--- src/rtl/cu_multicycle.sv ---
// Multi-cycle control unit: fetch handshake, field decode and
// DECODE/EXEC/MEM/WB sequencing with registered strobes.
module cu_multicycle #(
  parameter int RA_W        = 2,
  parameter int DATA_W      = 8,
  parameter int MEM_TIMEOUT = 16,
  parameter int CNT_W       = 16,
  localparam int INST_W     = 4 + 2*RA_W
) (
  input  logic              clk,
  input  logic              reset,
  input  logic [INST_W-1:0] inst,
  input  logic              inst_valid,
  output logic              inst_ready,
  input  logic              mem_ack,
  output logic [3:0]        opcode,
  output logic [RA_W-1:0]   rd,
  output logic [RA_W-1:0]   rs,
  output logic [DATA_W-1:0] immediate,
  output logic              alu_src,
  output logic              alu_en,
  output logic              flag_we,
  output logic              mem_read,
  output logic              mem_write,
  output logic              reg_write,
  output logic              mem_err,
  output logic [CNT_W-1:0]  retired
);

  localparam int WAIT_W = (MEM_TIMEOUT < 2) ? 1
                        : $clog2(MEM_TIMEOUT + 1);
  localparam logic [WAIT_W-1:0] WAIT_LAST =
    WAIT_W'(MEM_TIMEOUT - 1);

  localparam logic [3:0] OP_LD  = 4'h0;
  localparam logic [3:0] OP_ST  = 4'h1;
  localparam logic [3:0] OP_MI  = 4'h2;
  localparam logic [3:0] OP_SUM = 4'h4;
  localparam logic [3:0] OP_SB  = 4'h5;
  localparam logic [3:0] OP_CM  = 4'h7;
  localparam logic [3:0] OP_ORI = 4'h9;
  localparam logic [3:0] OP_XRI = 4'hB;
  localparam logic [3:0] OP_SMI = 4'hC;
  localparam logic [3:0] OP_SBI = 4'hD;
  localparam logic [3:0] OP_ANI = 4'hE;
  localparam logic [3:0] OP_CMI = 4'hF;

  typedef enum logic [2:0] {
    S_FETCH,
    S_DECODE,
    S_EXEC,
    S_MEM,
    S_WB
  } state_t;

  state_t r_state;
  state_t w_next;

  logic [3:0]        r_opcode;
  logic [RA_W-1:0]   r_rd;
  logic [RA_W-1:0]   r_rs;
  logic [DATA_W-1:0] r_imm;
  logic              r_alu_src;
  logic              r_inst_ready;
  logic              r_alu_en;
  logic              r_flag_we;
  logic              r_mem_read;
  logic              r_mem_write;
  logic              r_reg_write;
  logic              r_mem_err;
  logic [CNT_W-1:0]  r_retired;
  logic [WAIT_W-1:0] r_wait;

  logic [3:0]        w_op;
  logic [2*RA_W-1:0] w_f;
  logic [RA_W-1:0]   w_h;
  logic [RA_W-1:0]   w_l;
  logic              w_cls_mem;
  logic              w_cls_imm;
  logic [RA_W-1:0]   w_rd;
  logic [RA_W-1:0]   w_rs;
  logic [DATA_W-1:0] w_imm;
  logic              w_alu_src;
  logic              w_accept;
  logic              w_is_ld;
  logic              w_is_st;
  logic              w_is_cmp;
  logic              w_flag_op;
  logic              w_retire;
  logic              w_timeout;

  assign w_op = inst[INST_W-1 -: 4];
  assign w_f  = inst[2*RA_W-1:0];
  assign w_h  = inst[2*RA_W-1 -: RA_W];
  assign w_l  = inst[RA_W-1:0];

  assign w_cls_mem = (w_op == OP_LD) || (w_op == OP_ST)
                  || (w_op == OP_MI);
  assign w_cls_imm = (w_op == OP_SMI) || (w_op == OP_SBI)
                  || (w_op == OP_ANI) || (w_op == OP_CMI)
                  || (w_op == OP_ORI) || (w_op == OP_XRI);

  always_comb begin
    w_rd      = '0;
    w_rs      = '0;
    w_imm     = '0;
    w_alu_src = 1'b0;
    unique case (1'b1)
      w_cls_mem: begin
        w_imm     = DATA_W'($signed(w_f));
        w_alu_src = 1'b1;
      end
      w_cls_imm: begin
        w_rd      = w_h;
        w_imm     = DATA_W'($signed(w_l));
        w_alu_src = 1'b1;
      end
      default: begin
        w_rd = w_h;
        w_rs = w_l;
      end
    endcase
  end

  assign w_accept = (r_state == S_FETCH) && inst_valid;

  assign w_is_ld  = (r_opcode == OP_LD);
  assign w_is_st  = (r_opcode == OP_ST);
  assign w_is_cmp = (r_opcode == OP_CM) || (r_opcode == OP_CMI);
  assign w_flag_op = (r_opcode == OP_SUM) || (r_opcode == OP_SB)
                  || (r_opcode == OP_CM)  || (r_opcode == OP_SMI)
                  || (r_opcode == OP_SBI) || (r_opcode == OP_CMI);

  always_comb begin
    w_next    = r_state;
    w_retire  = 1'b0;
    w_timeout = 1'b0;
    unique case (r_state)
      S_FETCH: begin
        if (inst_valid) w_next = S_DECODE;
      end
      S_DECODE: begin
        w_next = (w_is_ld || w_is_st) ? S_MEM : S_EXEC;
      end
      S_EXEC: begin
        if (w_is_cmp) begin
          w_next   = S_FETCH;
          w_retire = 1'b1;
        end else begin
          w_next = S_WB;
        end
      end
      S_MEM: begin
        // ack takes priority over a timeout on the same cycle
        if (mem_ack) begin
          if (w_is_ld) begin
            w_next = S_WB;
          end else begin
            w_next   = S_FETCH;
            w_retire = 1'b1;
          end
        end else if (r_wait == WAIT_LAST) begin
          w_next    = S_FETCH;
          w_timeout = 1'b1;
        end
      end
      S_WB: begin
        w_next   = S_FETCH;
        w_retire = 1'b1;
      end
      default: begin
        w_next = S_FETCH;
      end
    endcase
  end

  always_ff @(posedge clk) begin
    if (reset) begin
      r_state <= S_FETCH;
      r_wait  <= '0;
    end else begin
      r_state <= w_next;
      r_wait  <= (r_state == S_MEM) ? r_wait + WAIT_W'(1) : '0;
    end
  end

  // strobes are registered from the state being entered
  always_ff @(posedge clk) begin
    if (reset) begin
      r_opcode     <= '0;
      r_rd         <= '0;
      r_rs         <= '0;
      r_imm        <= '0;
      r_alu_src    <= 1'b0;
      r_inst_ready <= 1'b1;
      r_alu_en     <= 1'b0;
      r_flag_we    <= 1'b0;
      r_mem_read   <= 1'b0;
      r_mem_write  <= 1'b0;
      r_reg_write  <= 1'b0;
      r_mem_err    <= 1'b0;
      r_retired    <= '0;
    end else begin
      if (w_accept) begin
        r_opcode  <= w_op;
        r_rd      <= w_rd;
        r_rs      <= w_rs;
        r_imm     <= w_imm;
        r_alu_src <= w_alu_src;
      end
      r_inst_ready <= (w_next == S_FETCH);
      r_alu_en     <= (w_next == S_EXEC);
      r_flag_we    <= (w_next == S_EXEC) && w_flag_op;
      r_mem_read   <= (w_next == S_MEM) && w_is_ld;
      r_mem_write  <= (w_next == S_MEM) && w_is_st;
      r_reg_write  <= (w_next == S_WB);
      r_mem_err    <= w_timeout;
      if (w_retire) r_retired <= r_retired + CNT_W'(1);
    end
  end

  assign inst_ready = r_inst_ready;
  assign opcode     = r_opcode;
  assign rd         = r_rd;
  assign rs         = r_rs;
  assign immediate  = r_imm;
  assign alu_src    = r_alu_src;
  assign alu_en     = r_alu_en;
  assign flag_we    = r_flag_we;
  assign mem_read   = r_mem_read;
  assign mem_write  = r_mem_write;
  assign reg_write  = r_reg_write;
  assign mem_err    = r_mem_err;
  assign retired    = r_retired;

endmodule

--- config.mk ---
export PLATFORM = sky130hd
export DESIGN_NAME = cu_multicycle
export DESIGN_NICKNAME = d
export VERILOG_FILES = /design/src/rtl/cu_multicycle.sv
export SDC_FILE = /design/constraint.sdc
export NUM_CORES = 1
export LEC_CHECK = 0
export ABC_CLOCK_PERIOD_IN_PS = 1860
export CORE_UTILIZATION = 50
export CTS_BUF_LIST = sky130_fd_sc_hd__clkbuf_2 sky130_fd_sc_hd__clkbuf_4 sky130_fd_sc_hd__clkbuf_8
export CTS_CLUSTER_SIZE = 28
export DETAILED_ROUTE_END_ITERATION = 8
export GPL_TIMING_DRIVEN = 0
export PLACE_DENSITY = 0.8
export SETUP_SLACK_MARGIN = 0.4
export SYNTH_ARGS = -nofsm -noshare
export SYNTH_HDL_FRONTEND = slang
export SYNTH_SLANG_ARGS = --single-unit
--- constraint.sdc ---
create_clock -name clk -period 1.86 [get_ports clk]
set_input_delay 0.372 -clock clk [delete_from_list [all_inputs] [get_ports clk]]
set_output_delay 0.372 -clock clk [all_outputs]
set_load 0.01 [all_outputs]
---- Word level (Yosys, flattened, before mapping) ----
Cells that the tools add are included.
word-level totals
  bits in latches ......................... 0
  input port bits ......................... 12
  output and inout bits ................... 40
  word-level logic and storage cells ...... 82
  bits in read-only memories .............. 0
  memories kept ........................... 0
  register bits ........................... 48
  RAM bits ................................ 0
operators by class
  reductions and logical operators ........ 25
  shift operators ......................... 0
  bitwise operators ....................... 1
  add/subtract/negate cells ............... 2
  div/mod/pow operators ................... 0
  muxes and demuxes ....................... 16
  eq/ne operators ......................... 23
  multiply operators ...................... 0
  order comparisons ....................... 0
operators by type and width
  operator                 count
  $eq A4 B4 Y1 const B     9
  $add A16 B1 Y16 const B  1
  $pmux W8 S2              1
  $mux W3                  5
  $logic_or A1 B1 Y1       14
  $eq A3 B2 Y1 const B     4
  $eq A4 B3 Y1 const B     3
  $pmux W3 S4              1
  $eq A4 B1 Y1 const B     2
  $logic_not A4 Y1         2
  $eq A3 B3 Y1 const B     2
  $logic_not A3 Y1         2
  $mux W1                  6
  $add A5 B1 Y5 const B    1
  $eq A5 B4 Y1 const B     1
  $eq A4 B2 Y1 const B     1
  $logic_and A1 B1 Y1      4
  $mux W2                  2
  $reduce_or A2 Y1         2
  $eq A3 B1 Y1 const B     1
  $pmux W1 S3              1
  $reduce_or A3 Y1         1
  $not A1 Y1               1

---- Logic depth before layout (Yosys ltp) ----
Gate-level depths: netlist (run 1).
  depth after elaboration ................. 8
  gate-level depth with buffers ........... 7
  gate-level depth less buffers ........... 7

---- Least setup slack after synthesis (run 1) ----
No wires, ideal clock.
  path type ............................... reg-to-reg
  start point ............................. register r_retired[3], in the netlist retired[3]
  end point ............................... register r_retired[13], in the netlist retired[13]
  buffers on the path ..................... 1
  path slack .............................. 94 ps
  arrival time ............................ 1645 ps
  clock period less this slack ............ 1766 ps
  required time ........................... 1739 ps
  library setup time ...................... 121 ps
  stages on the path, launching flop included .. 6
  path through ............................ dfxtp_1 > and4_1 > buf_1 > nand2_1 > a2111oi_0 > mux2_2
on the way
  cells in the longest elaborated chain, start to end .. 1
ends and longest elaborated chain
  item                    line  RTL
  from (decl)             71    logic [CNT_W-1:0] r_retired;
  from (signal assigned)  218   if (w_retire) r_retired <= r_retired + CNT_W'(1);
  $add A16 B1 Y16         218
Every way passes these cells.
A chain may end at the register's enable or synchronous reset.

---- Worst setup path after layout (run 1) ----
  start point ............................. register r_state[0]
  end point ............................... register r_retired[13], in the netlist retired[13]
on the way
  cells in the longest elaborated chain, start to end .. 2
  elaborated cells between the ends (all ways) .. 4
  classes of those cells .................. eq/ne (3); mux (1)
ends and longest elaborated chain
  item                                                 line  RTL
  from (decl)                                          56    state_t r_state;
  from (signal assigned)                               182   r_state <= w_next;
  $eq A3 B3 Y1 / $eq A3 B2 Y1 (equally long branches)  138   unique case (r_state)
  $pmux W1 S3 *                                        138
Every way passes the cells marked *; elsewhere a longest branch is shown, timed or not.

==> results.py, run 1 <==
metrics = {
    "route": {
        "wl_um": 5750,
        "ant_nets": 0,
        "drc": 0,
        "wl_per_cell_um": 16.6,
        "via_per_inst": 5.48,
        "first_iter_violations": 102,
        "via_count": 1895,
        "first_pass_iters": 4,
    },
    "cells_and_area": {
        "utilization": 0.806,
        "syn2layout_area_growth_pct": 53.9,
        "finalNetCount": 310,
        "antenna_cells": 0,
        "final_cells": 346,
        "drive_above_1_share": 0.422,
        "final_cell_mix": "dlygate4sd2_1, nor2_1, dfxtp_1",
        "final_common_cell": "dlygate4sd2_1",
    },
    "sta": {
        "finalHoldViolations": 0,
        "fin_hold_ws_ns": 0.478,
        "drv_slew": 0,
        "rsz0062_at_grt": "true",
        "worstMarginPinSlew_ns": 0.508,
        "fin_crit_sh": 0.951,
        "layout_min_cycle_time_ns": 1.77,
        "fin_ws_ns": 0.0905,
        "finalSetupViolCount": 0,
        "finClkSkew_ns": 0.0109,
        "relSlewSlack": 0.659,
        "fin_tns_setup_ns": 0,
        "clock.fmax_ghz": 0.565,
    },
    "setup_path": {
        "critPathKind": "reg -> reg",
        "rr_worst_depth": 5,
        "worstPathRequired_ns": 2.06,
        "cp_max_fo": 7,
        "worstPathArrival_ns": 1.97,
        "worstSetupStartpointType": "flop",
        "endpoint_kind": "flop",
    },
    "synthesis": {
        "ys_warn_count": 0,
        "synth_edf_count": 0,
        "synth_area_mm2": 0.00211,
        "synth_cells": 220,
        "async_flop_share": 0,
        "ys.flop_type": "dfxtp_1",
        "syn_area_per_cell_um2": 9.59,
        "synth_seq_cells": 44,
        "ys_types": 49,
        "yosysSeqAreaShare": 0.418,
        "syn-num-nets": 235,
    },
    "global_routing": {
        "antenna_found_initial": 0,
        "grt_pass1_wl_um": 8100,
        "gr-total-overflow": 0,
        "grt.total_usage": 0.245,
        "grt_pass1_vias": 1773,
        "grt_max_degree": 15,
    },
    "place": {
        "dp_cells": 321,
        "place_congestion": 0.749,
        "place_hpwl_um": 3350,
        "pre_cts_slack_ns": -0.431,
        "numPortBuffers": 51,
    },
    "die": {
        "start_util": 0.524,
        "die_h_um": 67.0,
        "io_pins": 52,
        "row_count": 23,
        "die_w_um": 67.0,
        "core_mm2": 0.00403,
        "die_area_mm2": 0.00448,
    },
    "cts": {
        "cts_buffers": 5,
        "clk_latency_ns": 0.31,
        "cts_max_path_buffers": 2,
        "cts_max_level": 2,
        "clk_pin_slew_worst_paths_ns": 0.09,
        "cts_tree": "built",
        "cts_sinks": 44,
        "cts-root-buf": "clkbuf_8",
    },
    "power": {
        "ir_drop_v": 0.000535,
        "p_leak_uw": 0.00140,
        "power_density_mw_per_mm2": 676,
    },
    "flow_run": {
        "cap_viol_max_count": 0,
    },
    "worst_hold_path": {
        "min_path_type": "reg -> reg",
        "min_delay_path_depth": 2,
    },
    "outcome": {
        "run_status": "completed",
    },
}
flip-flops by register name (all words and copies together), names as in the netlist:
register	count
alu_src	1
rd	2
mem_write	1
reg_write	1
mem_read	1
opcode	4
mem_err	1
flag_we	1
retired	16
r_state	3
immediate	4
r_wait	5
alu_en	1
rs	2
inst_ready	1
layer usage:
layer,wire (um),GRT usage
met1,2460,0.287
met4,69,0.0771
met3,193,0.0565
met2,3030,0.434
met5,0,0
kinds of logic (layout without fill, tap and decap cells):
kind of cell / Yosys count / after routing / share of synthesized area
AND/OR/NAND/NOR: 92 / 92 / 0.246
XOR/XNOR: 2 / 2 / 0.00831
AO/OA/AOI/OAI: 37 / 37 / 0.130
flip-flops: 44 / 44 / 0.418
multiplexers: 20 / 20 / 0.117
adder cells (fa/ha/maj): 3 / 3 / 0.0178
buffers and inverters: 22 / 98 / 0.0635
power breakdown:
group | switching [uW] | total (uW) | internal (uW)
registers | 32.7 | 1010 | 979
clock network | 346 | 744 | 398
logic | 203 | 439 | 236
total | 582 | 2190 | 1610
Yosys cell counts, types with 2 or more instances:
master     instances  area share
and3_2             2      0.0071
nand4_1            3      0.0089
buf_2              3      0.0071
buf_4              4       0.014
nand3_1            7       0.017
dfxtp_1           44        0.42
and2b_1            3       0.011
nand2b_1           2      0.0059
nor2_1            33       0.059
a21oi_2            9       0.037
a21oi_1            6       0.014
inv_1              6       0.011
a2111oi_0          2      0.0083
ha_1               3       0.018
clkbuf_1           4      0.0071
o21ai_0            6       0.014
nor3_1             8       0.019
buf_6              3       0.016
a22oi_1            5       0.018
nor3b_1            3       0.011
mux2_4             8       0.057
nor2b_1            5       0.015
nor4_1             4       0.012
and2b_2            5       0.021
mux2_2             6       0.032
a211oi_1           2      0.0071
and4_1             2      0.0083
nand2_1            6       0.011
mux2i_1            6       0.028
final timing paths:
kind                     start            to  slack [ns]
setup reg to reg    r_state[0]   retired[13]        0.09
setup / recovery    r_state[0]   retired[13]        0.09
hold / removal    immediate[0]  immediate[0]        0.48
hold reg to reg   immediate[0]  immediate[0]        0.48
per-stage QoR:
step / cell area (um2) / total power [uW]
6_report: 3250 / 2190
5_1_grt: 3250 / 2260
4_1_cts: 3120 / 2160
3_5_place_dp: 2770 / 1350
3_3_place_gp: 2770 / 1350
2_1_floorplan: 2190 / 1220
what timing repair did:
action | in CTS | in global routing
resized for setup | 83 | 24
setup buffers | 11 | 4
gates cloned | 2 | 0
hold endpoints to repair | 0 | 0
hold buffers | 0 | 0
pin swaps | 14 | 10
setup endpoints to repair | 78 | 38
cell type report:
type	instances	area, um2
Timing Repair Buffer	68	654
Inverter	6	22.5
Buffer	16	158
Multi-Input combinational cell	154	1330
Clock inverter	3	42.5
Tap cell	50	62.6
Clock buffer	5	68.8
Fill cell	260	783
Sequential cell	44	905
worst max-delay path, stage by stage (launching register included):
cell and delay, ns:
dfxtp_2 0.45, and4b_2 0.32, a21oi_4 0.09, buf_6 0.14, a2111oi_4 0.33, mux2_4 0.34
Note: power is estimated with default switching activity, not from simulation.
==> run 2: changes to the inputs <==
--- a/config.mk
+++ b/config.mk
@@ -5,9 +5,10 @@
 export SDC_FILE = /design/constraint.sdc
 export NUM_CORES = 1
 export LEC_CHECK = 0
-export ABC_CLOCK_PERIOD_IN_PS = 1860
+export CORE_ASPECT_RATIO = 1.1
 export CORE_UTILIZATION = 50
 export CTS_BUF_LIST = sky130_fd_sc_hd__clkbuf_2 sky130_fd_sc_hd__clkbuf_4 sky130_fd_sc_hd__clkbuf_8
+export CTS_CLUSTER_DIAMETER = 60
 export CTS_CLUSTER_SIZE = 28
 export DETAILED_ROUTE_END_ITERATION = 8
 export GPL_TIMING_DRIVEN = 0
==> run 2 against run 1 <==
Fmax shrank 0.17%. Cell area shrank 0.50%. Clock skew shrank 0.0069 ns. Utilization grew 0.30 points. Sequential cell count is the same. Sequential power is essentially flat. Hold slack is essentially flat. Clock power shrank 23%. First-iteration DRC count shrank 27%. Worst setup slack lost 0.0029 ns. Cell count grew 1.7%. Critical path depth is the same.
==> results.py, run 2 (same netlist as run 1, synthesis figures left out) <==
metrics = {
    "power": {
        "p_seq_frac": 0.502,
        "switching_power_uw": 553,
        "clkPwrFrac": 0.284,
        "p_leak_uw": 0.00139,
        "power_density_mw_per_mm2": 624,
        "ir_drop_v": 0.000613,
        "comb_power_share": 0.214,
        "swShare": 0.275,
        "internal_power_uw": 1460,
    },
    "outcome": {
        "run_status": "completed",
    },
    "global_routing": {
        "grt_pass1_vias": 1836,
        "gr-total-overflow": 0,
        "grt_pass1_wl_um": 8700,
        "grt.total_usage": 0.253,
        "grt_max_degree": 14,
        "antenna_found_initial": 0,
    },
    "route": {
        "drc": 0,
        "via_count": 1900,
        "wl_um": 5640,
        "wl_per_cell_um": 16.0,
        "first_iter_violations": 74,
        "via_per_inst": 5.40,
        "first_pass_iters": 4,
        "ant_nets": 0,
    },
    "place": {
        "place_congestion": 0.870,
        "post_dp_cell_area_mm2": 0.00277,
        "numPortBuffers": 51,
        "place_hpwl_um": 3410,
    },
    "cts": {
        "cts_sinks": 44,
        "cts_tree": "built",
        "cts_max_path_buffers": 2,
        "cts_buffers": 5,
        "clk_pin_slew_worst_paths_ns": 0.08,
        "cts-root-buf": "clkbuf_8",
        "cts_max_level": 2,
        "clk_latency_ns": 0.29,
    },
    "sta": {
        "worstMarginPinSlew_ns": 0.734,
        "drv_slew": 0,
        "fin_crit_sh": 0.953,
        "clock.fmax_ghz": 0.564,
        "finClkSkew_ns": 0.00392,
        "rsz0062_at_grt": "true",
        "fin_hold_ws_ns": 0.477,
        "relSlewSlack": 0.505,
        "layout_min_cycle_time_ns": 1.77,
        "finalHoldViolations": 0,
        "finalSetupViolCount": 0,
    },
    "setup_path": {
        "cpMaxStageDelayCell": "or4_4",
        "path_cells": "or4_4 > a21oi_4 > buf_8 > a21oi_2 > mux2_4",
        "worstSetupStartpointType": "flop",
        "path_buf_inv": 1,
        "cp_max_fo": 9,
        "critPathKind": "reg -> reg",
        "worstPathRequired_ns": 2.04,
        "reg2reg_slack_ns": 0.09,
        "critPathMaxStageDelay_ns": 0.56,
        "crit_family": "simple AND/OR/NAND/NOR gates",
        "worstPathArrival_ns": 1.96,
        "endpoint_kind": "flop",
    },
    "cells_and_area": {
        "finalNetCount": 315,
        "final_common_cell": "dlygate4sd2_1",
        "largest_register_ffs": 16,
        "drive_above_1_share": 0.423,
        "utilization": 0.809,
        "n_fill_cell": 259,
        "syn2layout_area_growth_pct": 53.1,
        "final_cell_area_mm2": 0.00323,
        "antenna_cells": 0,
        "final_cell_mix": "dlygate4sd2_1, nor2_1, dfxtp_1",
    },
    "worst_hold_path": {
        "min_path_type": "in -> reg",
    },
    "die": {
        "start_util": 0.528,
        "die_area_mm2": 0.00448,
        "row_count": 24,
        "io_pins": 52,
        "die_w_um": 63.9,
        "die_h_um": 70.1,
        "core_mm2": 0.00399,
    },
    "flow_run": {
        "cap_viol_max_count": 0,
    },
}
run 2: cell count changes in the layout (fill, tap and decap cells not counted), moves of 2 or more:
cell / change
buf_6: +4
a211oi_1: -2
a211oi_2: +2
nor3b_1: +2
nor3b_2: -2
run 2: path summary, 6_finish.rpt:
path,start,end,depth (start not counted)
setup / recovery,opcode[1],retired[4],5
hold / removal,mem_ack,mem_err,2
setup reg to reg,opcode[1],retired[4],5
hold reg to reg,immediate[0],immediate[0],2
run 2: timing repair:
item / CTS / global route
setup buffers: 17 / 3
pin swaps: 16 / 13
hold buffers: 0 / 0
gates cloned: 2 / 0
resized for setup: 84 / 24
endpoints found under the setup margin: 75 / 40
run 2: power by group through the flow:
stage	Clock (uW)	Sequential (uW)	Combinational, uW
6_report	572	1010	430
5_1_grt	627	1020	459
4_1_cts	591	1010	382
3_5_place_dp	0	1030	325
3_3_place_gp	0	1030	318
2_1_floorplan	0	1040	179
run 2: stage by stage:
| stage | power [uW] | setup slack, ns | TNS (ns) | instances |
|---|---|---|---|---|
| 6_report | 2010 | 0.0876 | 0 | 352 |
| 5_1_grt | 2100 | 0.0383 | 0 | 352 |
| 4_1_cts | 1980 | 0.0635 | 0 | 349 |
| 3_5_place_dp | 1360 | -0.438 | -6.59 | 323 |
| 3_3_place_gp | 1350 | -0.388 | -6.01 | 323 |
| 2_1_floorplan | 1220 | 0.140 | 0 | 220 |
run 2: cell type report:
class / count / area [um2] / area share
plain buffers: 16 / 155 / 0.0480
clock buffers: 5 / 68.8 / 0.0213
clock inverters: 2 / 12.5 / 0.00387
inverters: 6 / 22.5 / 0.00697
multi-input cells: 154 / 1320 / 0.408
flip-flops and latches: 44 / 905 / 0.280
well taps: 52 / 65.1 / 0.0201
repair buffers: 73 / 682 / 0.211
run 2: metal layers:
metal | up-vias | global-route usage | share of wire
met5 | - | 0 | 0
met4 | 0 | 0.0960 | 0.012
met3 | 6 | 0.0654 | 0.033
met2 | 45 | 0.452 | 0.53
met1 | 918 | 0.282 | 0.43
li1 | 931 | - | -
